### src/rtl/chroma_pkg.sv
// ----------------------------------------------------------------------------
// chroma_pkg
// Shared types and default timing for the chroma line/field sequencer.
//   seg_e          : line segment states of the sequencer FSM
//   PNSEL_*        : encoding of the PAL/NTSC standard select
//   DEF_*          : default timing in pixel clocks for CLK_FREQ
//   umin()         : unsigned minimum for elaboration-time parameter checks
// ----------------------------------------------------------------------------
package chroma_pkg;

    localparam int unsigned HCNT_W = 11;
    localparam int unsigned VCNT_W = 9;

    typedef enum logic [2:0] {
        SEG_SYNC,
        SEG_PORCH,
        SEG_BURST,
        SEG_ACTIVE,
        SEG_FRONT
    } seg_e;

    localparam logic PNSEL_PAL  = 1'b0;
    localparam logic PNSEL_NTSC = 1'b1;

    // Line totals follow from the pixel clock; the intra-line offsets below
    // are tuned for 28 MHz and must be rescaled together with CLK_FREQ.
    localparam int unsigned CLK_FREQ   = 28_000_000;
    localparam int unsigned CLK_PER_US = CLK_FREQ / 1_000_000;

    localparam int unsigned DEF_H_TOTAL_PAL  = 64 * CLK_PER_US;          // 64.0 us
    localparam int unsigned DEF_H_TOTAL_NTSC = (127 * CLK_PER_US) / 2;   // 63.5 us
    localparam int unsigned DEF_HSYNC_LEN    = 132;
    localparam int unsigned DEF_BURST_START  = 157;
    localparam int unsigned DEF_BURST_LEN    = 63;
    localparam int unsigned DEF_ACTIVE_START = 294;
    localparam int unsigned DEF_ACTIVE_END   = 1747;
    localparam int unsigned DEF_V_TOTAL_PAL  = 312;
    localparam int unsigned DEF_V_TOTAL_NTSC = 262;
    localparam int unsigned DEF_VSYNC_LINES  = 3;

    function automatic int unsigned umin(input int unsigned a, input int unsigned b);
        return (a < b) ? a : b;
    endfunction

endpackage

### src/rtl/chroma_seq_hv_cnt.sv
// ----------------------------------------------------------------------------
// chroma_seq_hv_cnt
// Horizontal/vertical position counters for chroma_seq.
//   i_clk          in   pixel clock
//   i_rst_n        in   synchronous active-low reset
//   i_pnsel        in   standard in effect (selects line and field length)
//   o_hcnt         out  position within line, 0..HT-1
//   o_vcnt         out  line within field, 0..VT-1
//   o_line_start   out  high while hcnt == 0
//   o_field_start  out  high while hcnt == 0 and vcnt == 0
// ----------------------------------------------------------------------------
module chroma_seq_hv_cnt
    import chroma_pkg::*;
#(
    parameter int unsigned H_TOTAL_PAL  = DEF_H_TOTAL_PAL,
    parameter int unsigned H_TOTAL_NTSC = DEF_H_TOTAL_NTSC,
    parameter int unsigned V_TOTAL_PAL  = DEF_V_TOTAL_PAL,
    parameter int unsigned V_TOTAL_NTSC = DEF_V_TOTAL_NTSC
) (
    input  logic              i_clk,
    input  logic              i_rst_n,
    input  logic              i_pnsel,
    output logic [HCNT_W-1:0] o_hcnt,
    output logic [VCNT_W-1:0] o_vcnt,
    output logic              o_line_start,
    output logic              o_field_start
);

    localparam logic [HCNT_W-1:0] L_HMAX_PAL  = HCNT_W'(H_TOTAL_PAL - 1);
    localparam logic [HCNT_W-1:0] L_HMAX_NTSC = HCNT_W'(H_TOTAL_NTSC - 1);
    localparam logic [VCNT_W-1:0] L_VMAX_PAL  = VCNT_W'(V_TOTAL_PAL - 1);
    localparam logic [VCNT_W-1:0] L_VMAX_NTSC = VCNT_W'(V_TOTAL_NTSC - 1);

    logic [HCNT_W-1:0] r_hcnt;
    logic [VCNT_W-1:0] r_vcnt;
    logic              w_hlast;
    logic              w_vlast;

    // i_pnsel only changes at field start, so a line never mixes lengths.
    always_comb begin
        w_hlast = (r_hcnt == ((i_pnsel == PNSEL_NTSC) ? L_HMAX_NTSC : L_HMAX_PAL));
        w_vlast = (r_vcnt == ((i_pnsel == PNSEL_NTSC) ? L_VMAX_NTSC : L_VMAX_PAL));
    end

    always_ff @(posedge i_clk) begin
        if (!i_rst_n) begin
            r_hcnt <= '0;
            r_vcnt <= '0;
        end else if (w_hlast) begin
            r_hcnt <= '0;
            r_vcnt <= w_vlast ? '0 : r_vcnt + 1'b1;
        end else begin
            r_hcnt <= r_hcnt + 1'b1;
        end
    end

    assign o_hcnt        = r_hcnt;
    assign o_vcnt        = r_vcnt;
    assign o_line_start  = (r_hcnt == '0);
    assign o_field_start = (r_hcnt == '0) && (r_vcnt == '0);

endmodule

### src/rtl/chroma_seq.sv
// ----------------------------------------------------------------------------
// chroma_seq
// Line/field sequencer for chroma_gen: composite sync, burst gate, colour
// window, PAL V-switch and the latched PAL/NTSC select.
//   cs_clock       in   pixel clock, rising edge
//   cs_reset_n     in   synchronous active-low reset
//   cs_pnsel_req   in   requested standard (0=PAL, 1=NTSC), taken at field start
//   cs_color_req   in   colour allowed, taken at line start
//   cs_hsync       out  composite sync, active low (broad pulses on vsync lines)
//   cs_burst       out  burst gate, active high
//   cs_enable      out  colour-enable window
//   cs_pnsel       out  standard in effect
//   cs_oddeven     out  PAL V-switch, 0 in NTSC
//   cs_field       out  toggles at every field start
//   cs_vcnt        out  current line number
// All outputs are registered and trail the position counter by one clock.
// ----------------------------------------------------------------------------
module chroma_seq
    import chroma_pkg::*;
#(
    parameter int unsigned H_TOTAL_PAL  = DEF_H_TOTAL_PAL,
    parameter int unsigned H_TOTAL_NTSC = DEF_H_TOTAL_NTSC,
    parameter int unsigned HSYNC_LEN    = DEF_HSYNC_LEN,
    parameter int unsigned BURST_START  = DEF_BURST_START,
    parameter int unsigned BURST_LEN    = DEF_BURST_LEN,
    parameter int unsigned ACTIVE_START = DEF_ACTIVE_START,
    parameter int unsigned ACTIVE_END   = DEF_ACTIVE_END,
    parameter int unsigned V_TOTAL_PAL  = DEF_V_TOTAL_PAL,
    parameter int unsigned V_TOTAL_NTSC = DEF_V_TOTAL_NTSC,
    parameter int unsigned VSYNC_LINES  = DEF_VSYNC_LINES
) (
    input  logic              cs_clock,
    input  logic              cs_reset_n,
    input  logic              cs_pnsel_req,
    input  logic              cs_color_req,
    output logic              cs_hsync,
    output logic              cs_burst,
    output logic              cs_enable,
    output logic              cs_pnsel,
    output logic              cs_oddeven,
    output logic              cs_field,
    output logic [VCNT_W-1:0] cs_vcnt
);

    if (!(HSYNC_LEN >= 1 && BURST_LEN >= 1 &&
          HSYNC_LEN < BURST_START &&
          BURST_START + BURST_LEN <= ACTIVE_START &&
          ACTIVE_START < ACTIVE_END &&
          ACTIVE_END <= umin(H_TOTAL_PAL, H_TOTAL_NTSC) &&
          VSYNC_LINES < umin(V_TOTAL_PAL, V_TOTAL_NTSC) &&
          H_TOTAL_PAL <= (1 << HCNT_W) && H_TOTAL_NTSC <= (1 << HCNT_W) &&
          V_TOTAL_PAL <= (1 << VCNT_W) && V_TOTAL_NTSC <= (1 << VCNT_W))) begin : g_bad_timing
        $error("chroma_seq: illegal timing parameters");
    end

    localparam logic [HCNT_W-1:0] L_HSYNC_END  = HCNT_W'(HSYNC_LEN);
    localparam logic [HCNT_W-1:0] L_BURST_BEG  = HCNT_W'(BURST_START);
    localparam logic [HCNT_W-1:0] L_BURST_END  = HCNT_W'(BURST_START + BURST_LEN);
    localparam logic [HCNT_W-1:0] L_ACTIVE_BEG = HCNT_W'(ACTIVE_START);
    localparam logic [HCNT_W-1:0] L_ACTIVE_END = HCNT_W'(ACTIVE_END);
    localparam logic [HCNT_W-1:0] L_BROAD_PAL  = HCNT_W'(H_TOTAL_PAL - HSYNC_LEN);
    localparam logic [HCNT_W-1:0] L_BROAD_NTSC = HCNT_W'(H_TOTAL_NTSC - HSYNC_LEN);
    localparam logic [VCNT_W-1:0] L_VSYNC_END  = VCNT_W'(VSYNC_LINES);

    logic [HCNT_W-1:0] w_hcnt;
    logic [VCNT_W-1:0] w_vcnt;
    logic              w_line_start;
    logic              w_field_start;
    logic              w_vsync_line;
    logic              w_pnsel_nxt;
    seg_e              w_seg_nxt;

    seg_e              r_seg;
    logic              r_pnsel;
    logic              r_color;
    logic              r_field;
    logic              r_oddeven;
    logic              r_hsync;
    logic              r_burst;
    logic              r_enable;
    logic [VCNT_W-1:0] r_vcnt;

    chroma_seq_hv_cnt #(
        .H_TOTAL_PAL  (H_TOTAL_PAL),
        .H_TOTAL_NTSC (H_TOTAL_NTSC),
        .V_TOTAL_PAL  (V_TOTAL_PAL),
        .V_TOTAL_NTSC (V_TOTAL_NTSC)
    ) u_hv_cnt (
        .i_clk         (cs_clock),
        .i_rst_n       (cs_reset_n),
        .i_pnsel       (r_pnsel),
        .o_hcnt        (w_hcnt),
        .o_vcnt        (w_vcnt),
        .o_line_start  (w_line_start),
        .o_field_start (w_field_start)
    );

    // r_seg holds the segment of the previous hcnt; w_seg_nxt is the segment
    // of the current hcnt, which is what gets registered onto the outputs.
    always_comb begin
        w_seg_nxt = r_seg;
        if (w_line_start) begin
            w_seg_nxt = SEG_SYNC;
        end else begin
            unique case (r_seg)
                SEG_SYNC:   if (w_hcnt == L_HSYNC_END) w_seg_nxt = SEG_PORCH;
                SEG_PORCH: begin
                    if (w_hcnt == L_BURST_BEG)       w_seg_nxt = SEG_BURST;
                    else if (w_hcnt == L_ACTIVE_BEG) w_seg_nxt = SEG_ACTIVE;
                end
                // A zero-length back porch goes straight from burst to active.
                SEG_BURST:  if (w_hcnt == L_BURST_END)
                                w_seg_nxt = (L_BURST_END == L_ACTIVE_BEG) ? SEG_ACTIVE : SEG_PORCH;
                SEG_ACTIVE: if (w_hcnt == L_ACTIVE_END) w_seg_nxt = SEG_FRONT;
                SEG_FRONT:  w_seg_nxt = SEG_FRONT;
                default:    w_seg_nxt = SEG_SYNC;
            endcase
        end
    end

    always_comb begin
        w_pnsel_nxt  = w_field_start ? cs_pnsel_req : r_pnsel;
        w_vsync_line = (w_vcnt < L_VSYNC_END);
    end

    // Colour at hcnt 0 uses the previous line's r_color, harmless because the
    // segment there is always SYNC.
    always_ff @(posedge cs_clock) begin
        if (!cs_reset_n) begin
            r_seg     <= SEG_SYNC;
            r_pnsel   <= PNSEL_PAL;
            r_color   <= 1'b0;
            r_field   <= 1'b0;
            r_oddeven <= 1'b0;
            r_hsync   <= 1'b1;
            r_burst   <= 1'b0;
            r_enable  <= 1'b0;
            r_vcnt    <= '0;
        end else begin
            r_seg   <= w_seg_nxt;
            r_pnsel <= w_pnsel_nxt;
            r_vcnt  <= w_vcnt;
            if (w_field_start) begin
                r_field <= ~r_field;
            end
            if (w_line_start) begin
                r_color   <= cs_color_req;
                // Uses the freshly latched standard so a PAL->NTSC switch clears it.
                r_oddeven <= (w_pnsel_nxt == PNSEL_NTSC) ? 1'b0 : ~r_oddeven;
            end
            if (w_vsync_line) begin
                r_hsync <= (w_hcnt >= ((r_pnsel == PNSEL_NTSC) ? L_BROAD_NTSC : L_BROAD_PAL));
            end else begin
                r_hsync <= (w_seg_nxt != SEG_SYNC);
            end
            r_burst  <= (w_seg_nxt == SEG_BURST)  && r_color && !w_vsync_line;
            r_enable <= (w_seg_nxt == SEG_ACTIVE) && r_color && !w_vsync_line;
        end
    end

    assign cs_hsync   = r_hsync;
    assign cs_burst   = r_burst;
    assign cs_enable  = r_enable;
    assign cs_pnsel   = r_pnsel;
    assign cs_oddeven = r_oddeven;
    assign cs_field   = r_field;
    assign cs_vcnt    = r_vcnt;

endmodule

### config.mk
export PLATFORM = sky130hd
export DESIGN_NAME = chroma_seq
export DESIGN_NICKNAME = d
export VERILOG_FILES = /design/src/rtl/chroma_pkg.sv /design/src/rtl/chroma_seq_hv_cnt.sv /design/src/rtl/chroma_seq.sv
export SDC_FILE = /design/constraint.sdc
export NUM_CORES = 1
export LEC_CHECK = 0
export ABC_AREA = 1
export BUFFER_PORTS_ARGS = -buffer_cell sky130_fd_sc_hd__buf_2
export CAP_MARGIN = 20
export CORE_MARGIN = 2
export CORE_UTILIZATION = 35
export CTS_CLUSTER_DIAMETER = 120
export CTS_CLUSTER_SIZE = 16
export DETAILED_ROUTE_END_ITERATION = 16
export GPL_TIMING_DRIVEN = 0
export HOLD_SLACK_MARGIN = 0.02
export SLEW_MARGIN = 20
export SYNTH_ARGS = -nofsm -noshare
export SYNTH_HDL_FRONTEND = slang
export SYNTH_HIERARCHICAL = 1
export SYNTH_SLANG_ARGS = --single-unit
### constraint.sdc
create_clock -name cs_clock -period 2.1 [get_ports cs_clock]
set_clock_uncertainty 0.1 [all_clocks]
set_input_delay 0.42 -clock cs_clock [delete_from_list [all_inputs] [get_ports cs_clock]]
set_output_delay 0.42 -clock cs_clock [all_outputs]
set_load 0.01 [all_outputs]
# Word level (Yosys, flattened, before mapping)

Cells that the tools add are included.

Register bits after elaboration: 39
Bits in latches: 0
RAM bits: 0
Bits in read-only memories: 0
Input bits: 4
Memories: 0

$add $sub $neg: 2
Multipliers: 0
Divide/modulo/power cells: 0
Magnitude comparators: 2
Eq/ne operators: 13
Shifts and indexed selects: 0
Mux-type cells: 14
Bitwise gates (word level): 3
Reduce and logical (&&, ||, !) cells: 11

Operators by type and width:

| operator                                                                      | count |
|---|---|
| 11-bit by 8-bit equality test with 1-bit output (second input constant)       | 3 |
| 3-bit 2-to-1 mux                                                              | 6 |
| 3-bit one-hot mux with 5 select lines                                         | 1 |
| 3-bit by 2-bit equality test with 1-bit output (second input constant)        | 4 |
| 11-bit by 1-bit adder with 11-bit output (second input constant)              | 1 |
| 11-bit equality test                                                          | 1 |
| 11-bit equality test (second input constant)                                  | 1 |
| 11-bit by 9-bit equality test with 1-bit output (second input constant)       | 1 |
| 11-bit greater-or-equal comparator                                            | 1 |
| 11-bit logical NOT                                                            | 1 |
| 9-bit by 1-bit adder with 9-bit output (second input constant)                | 1 |
| 9-bit equality test                                                           | 1 |
| 9-bit logical NOT                                                             | 1 |
| 9-bit by 2-bit less-than comparator with 1-bit output (second input constant) | 1 |
| 9-bit 2-to-1 mux                                                              | 1 |
| 6-bit 2-to-1 mux                                                              | 1 |
| 1-bit logical AND                                                             | 5 |
| 5-bit 2-to-1 mux                                                              | 1 |
| 4-bit 2-to-1 mux                                                              | 1 |
| 3-bit by 1-bit equality test with 1-bit output (second input constant)        | 1 |
| 3-bit equality test (second input constant)                                   | 1 |
| 3-bit logical NOT                                                             | 1 |
| 1-bit 2-to-1 mux                                                              | 3 |
| 1-bit inverter                                                                | 3 |
| other kinds (3)                                                               | 3 |

# Depth between registers and ports, before layout

Gate-level depths: netlist (run 1).

Word-level depth: 8
Gate-level depth with buffers: 12
Mapped depth without buffers: 12

# Hierarchy

The synthesis (run 1) kept the hierarchy.

By module, submodules not included:

| module            | instances | cells each | area an instance (um^2) | sequential area each (um^2) |
|---|---|---|---|---|
| chroma_seq_hv_cnt | 1         | 193        | 1221.2                  | 400.4 |
| chroma_seq        | 1         | 149        | 992.2                   | 380.4 |

# Worst setup path before layout (run 1)

OpenSTA, ideal clock, no wires.

Path type: register to register
From: register u_hv_cnt.r_hcnt[1] (netlist: u_hv_cnt/o_hcnt[1])
To: register r_oddeven (netlist: cs_oddeven)
Library setup time: 0.070 ns
Arrival: 1.616 ns
Data required time: 1.930 ns
Slack: 0.314 ns
Stages on the path, launching flop included: 9
Path buffers: 0
Period minus slack after synthesis: 1.786 ns
Cells stage by stage: dfxtp_1 -> inv_1 -> ha_1 -> nand4_1 -> nor3_1 -> nor3b_1 -> mux2i_1 -> nand2_1 -> a21oi_1

Cells in the longest elaborated chain, start to end: 4

RTL lines:

| what                    | RTL line                | text |
|---|---|---|
| from (decl)             | chroma_seq_hv_cnt.sv:34 | `logic [HCNT_W-1:0] r_hcnt;` |
| from (signal assigned)  | chroma_seq_hv_cnt.sv:53 | `r_hcnt <= r_hcnt + 1'b1;` |
| 11-bit logical NOT      | chroma_seq_hv_cnt.sv:59 | `assign o_line_start = (r_hcnt == '0);` |
| named net w_line_start  | chroma_seq.sv:67        | `logic w_line_start;` |
| 1-bit logical AND       | chroma_seq_hv_cnt.sv:60 | `assign o_field_start = (r_hcnt == '0) && (r_vcnt == '0);` |
| named net w_field_start | chroma_seq.sv:68        | `logic w_field_start;` |
| 1-bit 2-to-1 mux        | chroma_seq.sv:122       | `w_pnsel_nxt = w_field_start ? cs_pnsel_req : r_pnsel;` |
| 1-bit 2-to-1 mux        | chroma_seq.sv:149       | `r_oddeven <= (w_pnsel_nxt == PNSEL_NTSC) ? 1'b0 : ~r_oddeven;` |
| to (signal assigned)    | chroma_seq.sv:149       |  |
| to (decl)               | chroma_seq.sv:77        | `logic r_oddeven;` |

The timed path passes the listed nets, and every way through them passes these cells.
A chain may end at the register's enable or synchronous reset.

# Worst setup path after layout (run 1)

From: register u_hv_cnt.r_hcnt[0] (netlist: u_hv_cnt/o_hcnt[0])
To: register r_oddeven (netlist: cs_oddeven)

Same word-level chain as after synthesis.

==> results.cfg, run 1 <==
[floorplan]
fp-row-count = 28
fp.dieH_um = 83.5
core_region_area_sq_mm = 0.00603
floorplan.die_area_sq_mm = 0.00698
initial_utilization_pct = 36.7
floorplan.die.width_um = 83.5
floorplan.io_pins = 19

[drt]
route.antenna.remaining_nets = 0
vias_per_cell = 4.67
remaining_drc_errors = 0
drt-pass1-iter-count = 4
drt_first_iter_violations = 113
detail_route.wl_per_cell_um = 10.7
num_vias = 2067
total_routed_length_um = 4760

[sta]
fin_worst_hold_slack_ps = 264
post-route-min-period_ps = 1910
worst-slew-pin-transition_ps = 382
final.setup.tns_ps = 0
timing.final.crit_share_pct = 91.2
setup_violations = 0
final_max_slew_viol_count = 0
timing_hold_violations_final = 0
timing.max_slew.rel_slack_pct = 74.5
max_freq_mhz = 522
rsz0062_at_grt = no

[clock_tree]
cts_made_buffers = 5
clock_sink_count = 39
total_number_of_h_tree_levels = 2
cts_tree = built
cts_hold_buf = 0
cts.path.max_buffers = 2
clock-root-buffer = clkbuf_8
clkSlewWorstSetupHoldPaths_ps = 70
clkLatencyLatePin_ps = 280

[logic_synthesis]
yosysTopAreaCell = dfxtp_1
yosys_warnings = 6
synth-edff-count = 0
synth.top_cell.area_share_pct = 35.3
post_synth_most_frequent_cells = nand2_1 (105), nor2_1 (49), inv_1 (41), dfxtp_1 (39), nand3_1 (23)
average_size_of_a_mapped_cell_sq_um = 6.47
net_count_after_synthesis = 352
yosys_register_bits = 39
yosys.cell_types.count = 33
async_reset_ff_share_pct = 0
synthesis.area_sq_mm = 0.00221
synth.most_common_cell = nand2_1
synth_sequential_area_ratio_pct = 35.3
synth_area_leaders = dfxtp_1 (35%), nand2_1 (18%), nor2_1 (8.3%), inv_1 (7.0%), nand3_1 (5.2%)
syn_inst = 342
yosys_most_used_dff = dfxtp_1

[power_and_ir_drop]
netSwitchingFraction_pct = 24.2
internal_power_mw = 1.07
static-leakage-power_nw = 1.22
power.clock.fraction_pct = 35.7
combPwrFrac_pct = 8.8
worst_ir_drop_vdd_v = 0.000412
power.share.sequential_pct = 55.5
power-per-cell-area_mw_per_mm2 = 559
power.net_switching_mw = 0.340
design_power_total_mw = 1.41

[critical_path]
cp-end-kind = flop
setup.worst_path.start_class = flop
crit_fanout = 10
timing.critical_path.cells = inv_1 -> ha_1 -> nand4_1 -> nor3_4 -> nor3b_4 -> mux2i_1 -> nand2_1 -> a21oi_1
worst-endpoint-required_ps = 2220
crit_slowest_cell = dfxtp_1
cp.buffers_inverters = 1
r2r_setup_slack_ps = 190
cp_top_family = simple AND/OR/NAND/NOR gates
worst_path_largest_cell_delay_ps = 430
worst-endpoint-arrival_ps = 2040
timing_worst_setup_path_type = flop to flop

[grt]
global_route.usage.total_pct = 14.3
maximum_number_of_pins_on_one_net_before_global_route_repair = 12
global_route_wire_length_before_repair_um = 8140
via_count_of_the_first_global_routing_pass = 1805
number_of_antenna_violations_at_the_first_check_in_global_routing = 0
globalRouteOverflowTotal = 0

[finish]
insertedDiodeCount = 0
layout.cell_area.non_filler_sq_mm = 0.00252
syn_to_final_growth_pct = 13.7
multi_input_comb_area_sq_mm = 0.00122
post_route_cells_drive_above_1_share_pct = 17.1
register_area_sq_um = 782
final_layout_fill_cell_count = 632
finalNetCount = 378
layout.core_utilization_pct = 41.8

[place]
routabilityCongestion = 0.840
detailed_place_hpwl_um = 3630
placed_area_sq_mm = 0.00240
port-buffer-count = 18

[run_status]
outcome = finished clean

[flow_run]
cap_violations = 0

[worst_hold_path]
hold_path.class = input pin to flop
==> flip-flops by register name, summed over array words and instances, names as in the netlist <==
name	count
u_hv_cnt/o_hcnt	11
cs_vcnt	9
u_hv_cnt/o_vcnt	9
r_seg	3
cs_burst	1
cs_enable	1
cs_field	1
cs_hsync	1
cs_oddeven	1
cs_pnsel	1
r_color	1
==> stage by stage <==
step	instances	setup slack (ps)
3_3_place_gp	435	-101
2_1_floorplan	342	314
3_5_place_dp	435	-123
6_report	443	186
4_1_cts	442	110
5_1_grt	443	30.5
==> cell type report <==
type                    instances  share of cell area (%)
clock inverters                 1                   0.199
inverters                      53                    7.91
multi-input cells             246                    48.7
repair buffers                 19                    3.88
flip-flops and latches         39                    31.1
clock buffers                   6                    3.28
well taps                      75                    3.73
plain buffers                   4                    1.24
==> worst reg2reg max path: cells and delay by family (launching register included) <==
family / cells / cell delay (ps)
AO/OA/AOI/OAI: 1 / 110
multiplexers: 1 / 260
AND/OR/NAND/NOR: 4 / 720
flip-flops: 1 / 430
adder cells (fa/ha/maj): 1 / 150
buffers and inverters: 1 / 100
==> path summary, 6_finish.rpt <==
kind	from	endpoint	cells past startpoint
worst min-delay path	cs_color_req	r_color	3
worst max-delay path	u_hv_cnt/o_hcnt[0]	cs_oddeven	8
worst min register to register	u_hv_cnt/o_vcnt[8]	cs_vcnt[8]	2
worst max register to register	u_hv_cnt/o_hcnt[0]	cs_oddeven	8
==> metal layers <==
layer	up-vias	part of all wire, %	GRT usage [%]	wire length [um]
met5	-	0	0	0
met4	0	1.0	4.99	48
met3	4	4.5	3.66	214
met2	39	45	23.0	2140
met1	909	49	18.5	2350
li1	1115	-	-	-
==> cells by family (layout without fill, tap and decap cells) <==
group / Yosys count / after routing / share of synthesized area (%)
flops: 39 / 39 / 35.3
simple gates: 220 / 220 / 45.3
xor+xnor: 2 / 2 / 0.792
compound gates: 17 / 17 / 4.41
mux: 1 / 1 / 0.452
buf+inv: 57 / 83 / 10.4
fa+ha+maj: 6 / 6 / 3.39
==> repair_timing <==
| item | 4_1_cts | 5_1_grt |
|---|---|---|
| gates resized for setup | 2 | 3 |
| setup buffers | 0 | 1 |
| gates cloned | 0 | 0 |
| setup endpoints to repair | 2 | 1 |
==> cells in the final DEF, fill, tap and decap left out, types with 4 or more instances in the layout <==
cell type / instances
dfxtp_1: 38
nor3_1: 9
a21oi_1: 9
inv_2: 11
o21ai_0: 4
clkbuf_8: 6
nand2_2: 7
nor2_2: 4
nor2_1: 49
nand3_1: 23
ha_1: 6
nand4_1: 10
buf_2: 19
inv_1: 41
nand2_1: 105
==> power by group through the flow <==
stage / clock (mW) / combinational (mW) / sequential, mW
after floorplan: 0 / 0.0789 / 0.795
after global placement: 0 / 0.111 / 0.797
after detailed placement: 0 / 0.113 / 0.797
after CTS: 0.532 / 0.116 / 0.779
after global routing: 0.555 / 0.141 / 0.783
final: 0.502 / 0.124 / 0.780
(Power assumes the default switching activity.)
==> inputs of run 2 (changes only) <==
- PLACE_DENSITY_LB_ADDON: default -> 0.3
- REMOVE_ABC_BUFFERS: default -> 1
==> results.cfg, run 2 (synthesized netlist as in run 1, its figures left out) <==
[clock_tree]
clock_sink_count = 39
cts_made_buffers = 5
cts.path.max_buffers = 2
cts_hold_buf = 0
post-cts-setup-buffer-count = 0
cts_tree = built
clock-root-buffer = clkbuf_8
clkSlewWorstSetupHoldPaths_ps = 70
clkLatencyLatePin_ps = 290
total_number_of_h_tree_levels = 2

[worst_hold_path]
whs_path_depth = 3
hold_path.class = input pin to flop
hold_start = cs_color_req
holdPathEnd = r_color

[sta]
max_freq_mhz = 515
fin_worst_hold_slack_ps = 276
post-route-min-period_ps = 1940
final_max_slew_viol_count = 0
timing_hold_violations_final = 0
timing.max_slew.rel_slack_pct = 68.3
setup_violations = 0
worst-slew-pin-transition_ps = 475
final.setup.tns_ps = 0
rsz0062_at_grt = no
timing.final.crit_share_pct = 92.4

[drt]
top_layer_used = met4
detail_route.wl_per_cell_um = 10.7
detailroute.wirelength.met2_um = 2050
drt_first_iter_violations = 108
route.met3.wl_um = 220
drt-pass1-iter-count = 4
vias_per_cell = 4.64
remaining_drc_errors = 0
num_vias = 2038
sum_of_routed_wire_segments_on_met1_um = 2370
route.antenna.remaining_nets = 0
total_routed_length_um = 4690

[floorplan]
fp.dieH_um = 83.5
core_region_area_sq_mm = 0.00603
floorplan.io_pins = 19
floorplan.die.width_um = 83.5
fp-row-count = 28
initial_utilization_pct = 36.7
floorplan.die_area_sq_mm = 0.00698

[finish]
layout.cells.most_common = nand2_1
post_route_cells_drive_above_1_share_pct = 15.9
insertedDiodeCount = 0
top_library_cells_by_usage_in_the_layout_fill_and_taps_aside = nand2_1 (105), nor2_1 (49), inv_1 (41), dfxtp_1 (39), nand3_1 (23)
flip_flop_count_of_the_largest_register_all_copies_and_words_added = 11
layout.core_utilization_pct = 41.7
finalNetCount = 373
layout.cell_area.non_filler_sq_mm = 0.00251
syn_to_final_growth_pct = 13.6

[critical_path]
timing_worst_setup_path_type = flop to flop
worst-endpoint-required_ps = 2220
setup.worst_path.start_class = flop
worstRegToRegCells = 8
cp-end-kind = flop
crit_fanout = 9
worst-endpoint-arrival_ps = 2060
r2r_end = cs_oddeven
r2r_setup_slack_ps = 160
crit-reg2reg-launch = u_hv_cnt/o_hcnt[1]

[grt]
global_route_wire_length_before_repair_um = 8160
maximum_number_of_pins_on_one_net_before_global_route_repair = 21
number_of_antenna_violations_at_the_first_check_in_global_routing = 0
globalRouteOverflowTotal = 0
global_route.usage.total_pct = 14.0
via_count_of_the_first_global_routing_pass = 1871

[place]
detailed_place_hpwl_um = 3510
routabilityCongestion = 0.887
placed_area_sq_mm = 0.00237
port-buffer-count = 18

[power_and_ir_drop]
power-per-cell-area_mw_per_mm2 = 649
static-leakage-power_nw = 1.21
worst_ir_drop_vdd_v = 0.000402

[flow_run]
cap_violations = 0

[run_status]
outcome = finished clean
run 2: changes by cell type in the layout (fill, tap and decap cells not counted), sizes merged:
| cell | before | now |
|---|---|---|
| buf | 22 | 18 |
| clkbuf | 7 | 6 |
| bufinv | 0 | 2 |
| clkinv | 2 | 1 |
run 2: worst max-delay path, stage by stage, from the launching register on:
cell and delay [ps]:
dfxtp_1 410, inv_1 120, ha_1 150, nand4_1 120, nor3_2 250, nor3b_4 290, mux2i_1 250, nand2_1 70
a21oi_1 110
run 2: cell type report:
| type | count | area [sq um] |
|---|---|---|
| clock buffer | 6 | 72.6 |
| tap | 75 | 93.8 |
| multi-input combinational | 246 | 1220 |
| timing repair buffer | 18 | 90.1 |
| fill | 651 | 3510 |
| clock inverter | 2 | 60.1 |
| inverter | 53 | 199 |
| sequential | 39 | 781 |
run 2: power by group:
part / switching [mW] / internal (mW)
clock network: 0.261 / 0.475
logic: 0.0693 / 0.0468
registers: 0.0233 / 0.756
total: 0.354 / 1.28
run 2: through the flow:
step	power (mW)	worst slack [ps]	std cells
final	1.63	159	439
after global routing	1.70	11.3	439
after CTS	1.66	101	439
after detailed placement	0.910	-110	431
after global placement	0.907	-85.2	431
after floorplan	0.870	314	338
run 2: worst max-delay path by stage:
stage | from | end | depth (start not counted)
floorplan | u_hv_cnt/o_hcnt[1] | cs_oddeven | 8
global placement | u_hv_cnt/o_hcnt[1] | cs_oddeven | 8
detailed placement | u_hv_cnt/o_hcnt[1] | cs_oddeven | 8
CTS | u_hv_cnt/o_hcnt[1] | cs_oddeven | 8
global route | u_hv_cnt/o_hcnt[1] | cs_oddeven | 8
finish | u_hv_cnt/o_hcnt[1] | cs_oddeven | 8
run 2: repair_timing:
item | 4_1_cts | 5_1_grt
setup endpoints to repair | 2 | 1
gates resized for setup | 2 | 1
cloned | 0 | 0
run 2: metal layers:
| layer | vias up | global-route usage (%) |
|---|---|---|
| li1 | 1106 | - |
| met1 | 894 | 18.4 |
| met2 | 33 | 22.9 |
| met3 | 5 | 3.46 |
| met4 | 0 | 3.96 |
| met5 | - | 0 |
==> inputs of run 3 (changes only) <==
- PLACE_DENSITY_LB_ADDON: 0.3 -> 0.08
==> results.cfg, run 3 (synthesized netlist as in run 1, its figures left out) <==
[run_status]
outcome = finished clean

[floorplan]
floorplan.io_pins = 19
core_region_area_sq_mm = 0.00603
floorplan.die.width_um = 83.5
fp.dieH_um = 83.5
fp-row-count = 28
floorplan.die_area_sq_mm = 0.00698
initial_utilization_pct = 36.7

[sta]
setup_violations = 0
post-route-min-period_ps = 1940
timing.max_slew.rel_slack_pct = 65.1
timing_hold_violations_final = 0
fin_worst_setup_slack_ps = 164
timing.final.crit_share_pct = 92.2
max_freq_mhz = 516
final.setup.tns_ps = 0
final_max_slew_viol_count = 0
worst-slew-pin-transition_ps = 523

[place]
dp_slack_ps = -185
routabilityCongestion = 0.836
port-buffer-count = 18
detailed_place_hpwl_um = 3810
numPlacedInstances = 431

[finish]
finalNetCount = 373
layout.cells.most_common = nand2_1
post_route_cells_drive_above_1_share_pct = 17.0
flip_flop_count_of_the_largest_register_all_copies_and_words_added = 11
layout.core_utilization_pct = 41.8
fin_cells = 439
insertedDiodeCount = 0
top_library_cells_by_usage_in_the_layout_fill_and_taps_aside = nand2_1 (105), nor2_1 (49), inv_1 (41), dfxtp_1 (37), nand3_1 (23)
syn_to_final_growth_pct = 13.7

[power_and_ir_drop]
static-leakage-power_nw = 1.21
combPwrFrac_pct = 7.7
power-per-cell-area_mw_per_mm2 = 627
power.clock.fraction_pct = 42.8
power.share.sequential_pct = 49.4
power.net_switching_mw = 0.379
netSwitchingFraction_pct = 24.1
worst_ir_drop_vdd_v = 0.000274
internal_power_mw = 1.20

[grt]
global_route_wire_length_before_repair_um = 9190
via_count_of_the_first_global_routing_pass = 1938
maximum_number_of_pins_on_one_net_before_global_route_repair = 21
number_of_antenna_violations_at_the_first_check_in_global_routing = 0
global_route.usage.total_pct = 16.2
globalRouteOverflowTotal = 0

[critical_path]
worst-endpoint-arrival_ps = 2070
crit-reg2reg-launch = u_hv_cnt/o_hcnt[1]
crit_slowest_cell = dfxtp_2
worst-endpoint-required_ps = 2230
worst_path_largest_cell_delay_ps = 380
cp-end-kind = flop
timing.critical_path.cells = inv_1 -> ha_1 -> nand4_1 -> nor3_4 -> nor3b_4 -> mux2i_2 -> nand2_1 -> a21oi_1
setup.worst_path.start_class = flop
timing_worst_setup_path_type = flop to flop
r2r_end = cs_oddeven
r2r_setup_slack_ps = 160
crit_fanout = 9
worstRegToRegCells = 8

[worst_hold_path]
whs_path_depth = 3
hold_path.class = input pin to flop
holdPathEnd = r_color
hold_start = cs_color_req

[drt]
drt-pass1-iter-count = 4
detail_route.wl_per_cell_um = 11.7
route.antenna.remaining_nets = 0
drt_first_iter_violations = 86
total_routed_length_um = 5130
num_vias = 2041
vias_per_cell = 4.65
remaining_drc_errors = 0

[clock_tree]
cts_hold_buf = 0
clkLatencyLatePin_ps = 300
clkSlewWorstSetupHoldPaths_ps = 80
cts_made_buffers = 5
cts.path.max_buffers = 2
clock_sink_count = 39
clock-root-buffer = clkbuf_8
cts_tree = built
total_number_of_h_tree_levels = 2

[flow_run]
cap_violations = 0
==> run 3: changes by cell type in the layout (fill, tap and decap cells not counted), sizes merged <==
cell    change
bufinv      -1
inv         +1
==> run 3: how the worst max path moves through the flow <==
stage / endpoint / slack (ps) / from / cells past startpoint
2_1_floorplan: cs_oddeven / 310 / u_hv_cnt/o_hcnt[1] / 8
5_1_grt: cs_oddeven / -0.7 / u_hv_cnt/o_hcnt[1] / 8
4_1_cts: cs_oddeven / 70 / u_hv_cnt/o_hcnt[1] / 8
3_5_place_dp: cs_oddeven / -180 / u_hv_cnt/o_hcnt[1] / 8
6_report: cs_oddeven / 160 / u_hv_cnt/o_hcnt[1] / 8
3_3_place_gp: cs_oddeven / -190 / u_hv_cnt/o_hcnt[1] / 8
==> run 3: layout make-up <==
class	count	area (sq um)
multi-input combinational	246	1230
sequential	39	783
tap	75	93.8
timing repair buffer	18	90.1
fill	689	3510
clock buffer	6	82.6
inverter	53	199
clock inverter	2	38.8
==> run 3: metrics by stage <==
stage / cell area, sq um / hold WS, ps / total power, mW
3_3_place_gp: 2370 / 363 / 0.910
3_5_place_dp: 2370 / 369 / 0.911
4_1_cts: 2500 / 267 / 1.60
5_1_grt: 2520 / 298 / 1.66
2_1_floorplan: 2180 / 334 / 0.870
6_report: 2520 / 273 / 1.58
==> run 3: worst max-delay path, delay by kind of cell (launching register included) <==
family / cells / cell delay, ps
AND/OR/NAND/NOR: 4 / 770
adder cells (fa/ha/maj): 1 / 140
AO/OA/AOI/OAI: 1 / 110
buffers and inverters: 1 / 90
multiplexers: 1 / 260
flip-flops: 1 / 380
==> run 3: repair_timing <==
action | in CTS | in global routing
gates resized for setup | 2 | 5
endpoints found under the setup margin | 3 | 1
setup buffers | 0 | 0
pin swaps | 0 | 1
==> run 3: power by group through the flow <==
stage / Combinational (mW) / Clock (mW) / Sequential (mW)
2_1_floorplan: 0.0747 / 0 / 0.796
3_3_place_gp: 0.113 / 0 / 0.797
3_5_place_dp: 0.113 / 0 / 0.797
4_1_cts: 0.116 / 0.705 / 0.780
5_1_grt: 0.141 / 0.739 / 0.784
6_report: 0.122 / 0.676 / 0.780
==> run 3: metal layers <==
layer / part of all wire, % / global-route usage [%] / vias up / wire (um)
met5: 0 / 0 / - / 0
met1: 51 / 21.9 / 890 / 2610
met3: 4.4 / 4.55 / 6 / 226
met4: 1.5 / 5.28 / 0 / 77
li1: - / - / 1111 / -
met2: 43 / 24.8 / 34 / 2220
